## src/rtl/clb_cfg_pkg.sv

```systemverilog
// Shared constants and types for the CLB configuration loader.
package clb_cfg_pkg;

   localparam int CELL_CNT  = 16;
   localparam int COL_CNT   = 4;
   localparam int ENTRY_CNT = CELL_CNT + COL_CNT;

   localparam logic [4:0] ADDR_BYP_BASE = 5'd16;
   localparam logic [4:0] ADDR_LAST     = 5'd19;

   // Field offsets inside a cell write word
   localparam int SEL0_OFS  = 0;
   localparam int SEL1_OFS  = 3;
   localparam int SELOP_OFS = 6;

   typedef enum logic {
      IDLE = 1'b0,
      SWAP = 1'b1
   } state_t;

endpackage

```

## src/rtl/clb_cfg_bank.sv

```systemverilog
// Configuration register bank with per-bit load enable and async reset.
module clb_cfg_bank
   import clb_cfg_pkg::*;
#(
   parameter int W = 144
) (
   input  logic         clk,
   input  logic         rst,
   input  logic [W-1:0] en,
   input  logic [W-1:0] d,
   output logic [W-1:0] q
);

   // Load only the bits whose enable is set; everything else holds.
   always_ff @(posedge clk or posedge rst) begin
      if (rst) begin
         q <= '0;
      end else begin
         q <= (q & ~en) | (d & en);
      end
   end

endmodule

```

## src/rtl/clb_cfg_loader.sv

```systemverilog
// Shadow/active configuration loader for the 4x4 CLB array. Writes land in a
// shadow bank; a commit copies the whole shadow into the active bank in one edge.
module clb_cfg_loader
   import clb_cfg_pkg::*;
#(
   parameter int SEL_W = 3,
   parameter int OP_W  = 2,
   parameter int BYP_W = 4
) (
   input  logic                        clk,
   input  logic                        rst,
   input  logic                        wr_valid,
   output logic                        wr_ready,
   input  logic [4:0]                  wr_addr,
   input  logic [2*SEL_W+OP_W-1:0]     wr_data,
   input  logic                        commit_req,
   output logic                        commit_done,
   output logic                        cfg_live,
   output logic                        err_incomplete,
   output logic                        err_addr,
   output logic [CELL_CNT*SEL_W-1:0]   cfg_sel0,
   output logic [CELL_CNT*SEL_W-1:0]   cfg_sel1,
   output logic [CELL_CNT*OP_W-1:0]    cfg_selop,
   output logic [COL_CNT*BYP_W-1:0]    cfg_bypass
);

   // Bank layout: sel0 | sel1 | selop | bypass, from LSB upward
   localparam int SEL_TOT    = CELL_CNT * SEL_W;
   localparam int OP_TOT     = CELL_CNT * OP_W;
   localparam int BYP_TOT    = COL_CNT * BYP_W;
   localparam int SEL1_BASE  = SEL_TOT;
   localparam int SELOP_BASE = 2 * SEL_TOT;
   localparam int BYP_BASE   = 2 * SEL_TOT + OP_TOT;
   localparam int BANK_W     = BYP_BASE + BYP_TOT;

   state_t                 state;
   state_t                 state_nxt;
   logic                   accept;
   logic                   legal;
   logic                   commit_ok;
   logic                   commit_fail;
   logic [3:0]             cell_idx;
   logic [1:0]             col_idx;
   logic [ENTRY_CNT-1:0]   mask;
   logic [ENTRY_CNT-1:0]   mask_set;
   logic [ENTRY_CNT-1:0]   mask_nxt;
   logic [BANK_W-1:0]      shadow_en;
   logic [BANK_W-1:0]      shadow_d;
   logic [BANK_W-1:0]      shadow_q;
   logic [BANK_W-1:0]      active_en;
   logic [BANK_W-1:0]      active_q;

   assign wr_ready = (state == IDLE);
   assign accept   = wr_valid && wr_ready;
   assign legal    = (wr_addr <= ADDR_LAST);
   assign cell_idx = wr_addr[3:0];
   assign col_idx  = wr_addr[1:0];

   // The mask seen by a commit includes a write accepted in the same cycle.
   assign mask_set = (accept && legal) ? ({{(ENTRY_CNT-1){1'b0}}, 1'b1} << wr_addr) : '0;
   assign mask_nxt = mask | mask_set;

   // Decode an accepted legal write into shadow field enables and data.
   always_comb begin
      shadow_en = '0;
      shadow_d  = '0;
      if (accept && legal) begin
         if (wr_addr < ADDR_BYP_BASE) begin
            shadow_en[cell_idx*SEL_W +: SEL_W]              = '1;
            shadow_d [cell_idx*SEL_W +: SEL_W]              = wr_data[SEL0_OFS +: SEL_W];
            shadow_en[SEL1_BASE + cell_idx*SEL_W +: SEL_W]  = '1;
            shadow_d [SEL1_BASE + cell_idx*SEL_W +: SEL_W]  = wr_data[SEL1_OFS +: SEL_W];
            shadow_en[SELOP_BASE + cell_idx*OP_W +: OP_W]   = '1;
            shadow_d [SELOP_BASE + cell_idx*OP_W +: OP_W]   = wr_data[SELOP_OFS +: OP_W];
         end else begin
            shadow_en[BYP_BASE + col_idx*BYP_W +: BYP_W]    = '1;
            shadow_d [BYP_BASE + col_idx*BYP_W +: BYP_W]    = wr_data[BYP_W-1:0];
         end
      end
   end

   // State register.
   always_ff @(posedge clk or posedge rst) begin
      if (rst) begin
         state <= IDLE;
      end else begin
         state <= state_nxt;
      end
   end

   // Next state: a commit is honoured only when every entry has been written.
   always_comb begin
      state_nxt   = state;
      commit_ok   = 1'b0;
      commit_fail = 1'b0;
      case (state)
         IDLE: begin
            if (commit_req) begin
               if (&mask_nxt) begin
                  commit_ok = 1'b1;
                  state_nxt = SWAP;
               end else begin
                  commit_fail = 1'b1;
               end
            end
         end
         SWAP:    state_nxt = IDLE;
         default: state_nxt = IDLE;
      endcase
   end

   // Written mask, sticky errors and commit status.
   always_ff @(posedge clk or posedge rst) begin
      if (rst) begin
         mask           <= '0;
         err_incomplete <= 1'b0;
         err_addr       <= 1'b0;
         cfg_live       <= 1'b0;
         commit_done    <= 1'b0;
      end else begin
         commit_done <= (state == SWAP);
         if (state == SWAP) begin
            mask           <= '0;
            cfg_live       <= 1'b1;
            err_incomplete <= 1'b0;
            err_addr       <= 1'b0;
         end else begin
            mask <= mask_nxt;
            if (commit_fail) begin
               err_incomplete <= 1'b1;
            end
            if (accept && !legal) begin
               err_addr <= 1'b1;
            end
         end
      end
   end

   assign active_en = {BANK_W{state == SWAP}};

   clb_cfg_bank #(.W(BANK_W)) u_shadow (
      .clk (clk),
      .rst (rst),
      .en  (shadow_en),
      .d   (shadow_d),
      .q   (shadow_q)
   );

   clb_cfg_bank #(.W(BANK_W)) u_active (
      .clk (clk),
      .rst (rst),
      .en  (active_en),
      .d   (shadow_q),
      .q   (active_q)
   );

   assign cfg_sel0   = active_q[SEL_TOT-1:0];
   assign cfg_sel1   = active_q[SEL1_BASE +: SEL_TOT];
   assign cfg_selop  = active_q[SELOP_BASE +: OP_TOT];
   assign cfg_bypass = active_q[BYP_BASE +: BYP_TOT];

endmodule

```

## config.mk

```make
export PLATFORM = sky130hd
export DESIGN_NAME = clb_cfg_loader
export DESIGN_NICKNAME = d
export VERILOG_FILES = /design/src/rtl/clb_cfg_pkg.sv /design/src/rtl/clb_cfg_bank.sv /design/src/rtl/clb_cfg_loader.sv
export SDC_FILE = /design/constraint.sdc
export NUM_CORES = 1
export LEC_CHECK = 0
export CAP_MARGIN = 15
export CORE_ASPECT_RATIO = 0.7
export CORE_MARGIN = 3
export CORE_UTILIZATION = 52
export CTS_CLUSTER_DIAMETER = 200
export CTS_CLUSTER_SIZE = 14
export DETAILED_ROUTE_END_ITERATION = 10
export HOLD_SLACK_MARGIN = 0.08
export PLACE_DENSITY = 0.89
export SKIP_CTS_REPAIR_TIMING = 1
export SYNTH_ARGS = -nofsm -noshare
export SYNTH_HDL_FRONTEND = slang
export SYNTH_SLANG_ARGS = --single-unit
```

## constraint.sdc

```tcl
create_clock -name clk -period 10.5 [get_ports clk]
set_clock_uncertainty 0.1 [all_clocks]
set_input_delay 1.575 -clock clk [delete_from_list [all_inputs] [get_ports clk]]
set_output_delay 1.575 -clock clk [all_outputs]
set_load 0.1 [all_outputs]
```

== Yosys cells after proc, flatten, opt, wreduce, memory -nomap -nowiden ==
Index checks and enable logic that the tools add are counted.

* Add/subtract/negate cells: 7
* $mul: 1
* Div/mod/pow operators: 0
* $lt $le $gt $ge: 2
* Equality and inequality tests: 0
* Shift-type cells: 13
* Multiplexer cells: 20
* Bitwise gates (word level): 14
* Reductions and logical operators: 7

{| class="wikitable"
|+ Operators with widths
! operator !! number
|-
| $and A144 B144 Y144 || 8
|-
| $bwmux W144 || 4
|-
| $mux W144 || 4
|-
| $not A144 Y144 || 2
|-
| $or A144 B144 Y144 || 2
|-
| $shift A3 B34 Y144 const A || 2
|-
| $shiftx A3 B34 Y144 || 2
|-
| $shiftx A3 B34 Y144 const A || 2
|-
| $shift A2 B34 Y144 const A || 1
|-
| $shift A4 B34 Y144 const A || 1
|-
| $shiftx A2 B34 Y144 || 1
|-
| $shiftx A2 B34 Y144 const A || 1
|-
| $shiftx A4 B34 Y144 || 1
|-
| $shiftx A4 B34 Y144 const A || 1
|-
| $mux W20 || 2
|-
| $neg A6 Y34 || 1
|-
| $neg A7 Y34 || 1
|-
| $neg A8 Y34 || 1
|-
| $neg A9 Y34 || 1
|-
| $or A20 B20 Y20 || 1
|-
| $reduce_and A20 Y1 || 1
|-
| $shl A1 B5 Y20 const A || 1
|-
| $add A8 B4 Y9 const A || 1
|-
| $mux W1 || 9
|-
| other kinds (10) || 13
|}

* Flip-flop bits (word level): 313
* Bits in latches: 0
* Memory bits (writable): 0
* Bits in read-only memories: 0
* Input bits: 17
* Output and inout bits: 149
* Memories kept: 0

== Longest topological paths before layout ==
* Depth in word-level cells: 11
* Gate-level depth with buffers: 13

== Modules after synthesis ==
From an unflattened synthesis, not the netlist that was laid out.

* Cell total of the unflattened synthesis: 1606
* Area total of the unflattened synthesis: 17425.5 µm²

{| class="wikitable"
|+ Modules (own cells, without submodules)
! module !! times used !! cells an instance !! area an instance (µm²) !! seq. area each (µm²)
|-
| clb_cfg_bank || 2 || 289 || 5769.3 || 3603.5
|-
| clb_cfg_loader || 1 || 1028 || 5886.9 || 625.6
|}

== Worst setup path after synthesis ==
OpenSTA, ideal clock, no wires.

* Path kind: in2reg
* Start: input wr_addr[0]
* End: register with a tool-made name
* Setup time: 0.128 ns
* Arrival time: 4.268 ns
* Data required time: 10.272 ns
* Path slack: 6.004 ns
* Stages: 13
* Buffers on the path: 4
* Path through: buf_4 -> inv_1 -> ha_1 -> clkbuf_1 -> inv_1 -> ha_1 -> clkbuf_1 -> clkbuf_1 -> nand2_1 -> a211oi_1 -> and2_1 -> mux2i_1 -> o2bb2ai_1

{| class="wikitable"
|+ RTL lines
! element !! line !! RTL
|-
| from (decl) || clb_cfg_loader.sv:14 || <nowiki>input logic [4:0] wr_addr,</nowiki>
|}

==> results.py <==
metrics = {
    "run_status": {
        "outcome": "completed",
    },
    "cells_and_area": {
        "n_fill_cell": 2331,
        "fin_util_pct": 63.1,
        "nets": 1667,
        "layout-drive-gt1-share_pct": 17.2,
        "area_growth_pct": 17.4,
    },
    "grt": {
        "grt_max_degree": 125,
        "busiest_layer": "met1",
        "grt-ovfl-total": 0,
        "use_met1_pct": 58.8,
        "grt_use_met2_pct": 56.8,
        "antenna_found_initial": 6,
        "grtUsageMet3_pct": 11.2,
        "grt_use_total_pct": 39.8,
        "grt_pass1_vias": 14000,
        "grt_pass1_wl_um": 97400,
    },
    "power": {
        "seqPwrFrac_pct": 49.3,
        "ir_drop_uv": 165,
        "p_total_uw": 2820,
        "p_leak_uw": 0.00795,
        "power.switching_uw": 923,
        "p_sw_share_pct": 32.7,
        "p_comb_share_pct": 19.5,
        "p_clk_share_pct": 31.2,
        "powerDensity_nw_per_um2": 152,
        "p_int_uw": 1900,
    },
    "clock_network": {
        "clk_path_buf_depth": 3,
        "clock-sinks": 313,
        "cts_tree": "done",
        "htreeDepth": 1,
        "clk_latency_ps": 590,
        "root_buffer": "clkbuf_16",
        "clk_pin_slew_worst_paths_ps": 70,
        "cts_inserted_buffers": 26,
    },
    "yosys": {
        "async_flop_share_pct": 100,
        "synth_cells": 1504,
        "ys_types": 81,
        "yosys_warnings": 0,
        "yosysSeqAreaShare_pct": 49.5,
        "synth.most_common_cell": "dfrtp_1",
        "synth_nets": 1540,
        "synthTopCellsByArea": "dfrtp_1 (50%), mux2_2 (13%), nand2_1 (2.8%)",
        "synth_top_area_share_pct": 49.5,
        "avgSynthCellArea_um2": 10.5,
        "synth_top_cell_by_area": "dfrtp_1",
        "synth-main-ff-cell": "dfrtp_1",
        "syn-cell-area_um2": 15800,
        "synth_edf_count": 0,
        "synth_common_cells": "dfrtp_1 (313), mux2_2 (180), nand2_1 (116)",
        "ys_seq_elements": 313,
    },
    "timing": {
        "finalHoldViolCount": 0,
        "finalSetupViolCount": 0,
        "fin_crit_sh_pct": 64.9,
        "grt_setup_unrepaired": "false",
        "period_needed_ps": 6820,
        "relSlewSlack_pct": 9.54,
        "finalSetupTns_ps": 0,
        "slew_violations": 0,
        "tightestPinTransition_ps": 1350,
        "timing.fmax_ghz": 0.147,
    },
    "critical_path": {
        "critical_path_class": "input port to register",
        "worstReg2RegStart": "state",
        "critPathCaptureType": "register",
        "worst_ep_arrival_time_ps": 7190,
        "startpoint": "wr_addr[1]",
        "required_ps": 10870,
        "r2r_slack_ps": 7300,
        "crit_fanout": 23,
        "start_kind": "input port",
    },
    "routing": {
        "vias": 14300,
        "finalWirelength_um": 66300,
        "drtPass1Iterations": 7,
        "vias_per_cell": 7.01,
        "drtIter0Drc": 1918,
        "wl_per_cell_um": 32.5,
        "drcViolationCount": 0,
        "antenna_left": 0,
    },
    "floorplan": {
        "core_area_um2": 29400,
        "die_x_um": 214,
        "num_rows": 52,
        "die-area_um2": 32600,
        "start_util_pct": 53.8,
        "die_h_um": 152,
        "ios": 166,
    },
    "place": {
        "numPortBuffers": 165,
        "gp_congestion": 1.03,
        "dp.final_hpwl_um": 46900,
    },
    "min_path": {
        "hp-class": "register to register",
    },
    "flow_run": {
        "maxCapViolCount": 0,
    },
}
==> cells by family after synthesis <==
| group | synth area share (%) |
|---|---|
| buffers and inverters | 3.45 |
| and+or+nand+nor | 13.9 |
| xor gates and xnor gates | 0.412 |
| AOI/OAI and AO/OA | 16.9 |
| adders and majority gates | 1.50 |
| DFF | 49.5 |
| muxes | 14.4 |
==> layout by cell type (no fill, tap or decap), drive strengths merged, types with 5 or more instances in the layout <==
master         instances
a211oi                16
a21oi                 77
a22oi                  9
o41ai                 10
a32oi                  7
dfrtp                313
a2bb2oi               12
a2111oi                6
and3                  15
a21o                   6
mux2                 180
nand3                 67
a221oi                 7
ha                    19
buf                   39
or2                    6
o21ai                 69
nor3                  47
o211ai                 5
nand2b                 9
a41oi                  9
nor2b                  9
clkdlybuf4s50        164
clkbuf                27
and2                  11
o2bb2ai               14
o22a                  11
nor2                 101
nand2                116
o22ai                 15
nand4                 23
o31ai                 27
a31oi                 28
or3                    7
o311ai                 6
o21a                  11
inv                   28
a32o                   5
nor4                  17
mux2i                 22
==> layer usage <==
metal | up-vias | share of wire [%]
met4 | 4 | 3.8
li1 | 5854 | -
met3 | 178 | 13
met5 | - | 0.041
met2 | 1096 | 41
met1 | 7146 | 42
==> worst max-delay path, cell delays in order <==
cell             delay [ps]
clkdlybuf4s50_1         600
inv_1                   260
ha_1                    830
inv_1                   410
ha_1                    860
clkinv_1                470
a211oi_1               1140
nand2_1                 370
nor2_1                  310
mux2i_1                 130
o31ai_1                 210
==> power groups by stage <==
stage / clock network (uW) / registers, uW / logic, uW
floorplan: 0 / 1360 / 326
global placement: 0 / 1400 / 517
detailed placement: 0 / 1410 / 520
CTS: 882 / 1390 / 525
global route: 932 / 1400 / 572
finish: 881 / 1390 / 551
==> metrics by stage <==
| stage | instances | area [um2] | hold WS (ps) | setup slack (ps) |
|---|---|---|---|---|
| after floorplan | 1504 | 15800 | 252 | 167 |
| final | 2038 | 18600 | 362 | 3680 |
| after global routing | 2037 | 18600 | 381 | 3660 |
| after detailed placement | 2007 | 17900 | 350 | 3440 |
| after CTS | 2036 | 18600 | 365 | 4000 |
| after global placement | 2007 | 17900 | 350 | 3480 |
==> path summary, 6_finish.rpt <==
path / to / cells past startpoint
worst max register to register: register / 5
worst min-delay path: register / 2
worst max-delay path: register / 11
worst min register to register: register / 2
min in group asynchronous: asynchronous set/reset pin / 2
max in group asynchronous: asynchronous set/reset pin / 4
==> layout make-up <==
cell class | count | area [um2] | share of cell area, %
clock inverter | 2 | 27.5 | 0.148
antenna | 1 | 2.50 | 0.0135
sequential | 313 | 7840 | 42.2
tap | 405 | 507 | 2.73
timing repair buffer | 203 | 1940 | 10.4
inverter | 30 | 120 | 0.647
multi-input combinational | 1057 | 7480 | 40.3
clock buffer | 27 | 654 | 3.52
(Power assumes the default switching activity.)
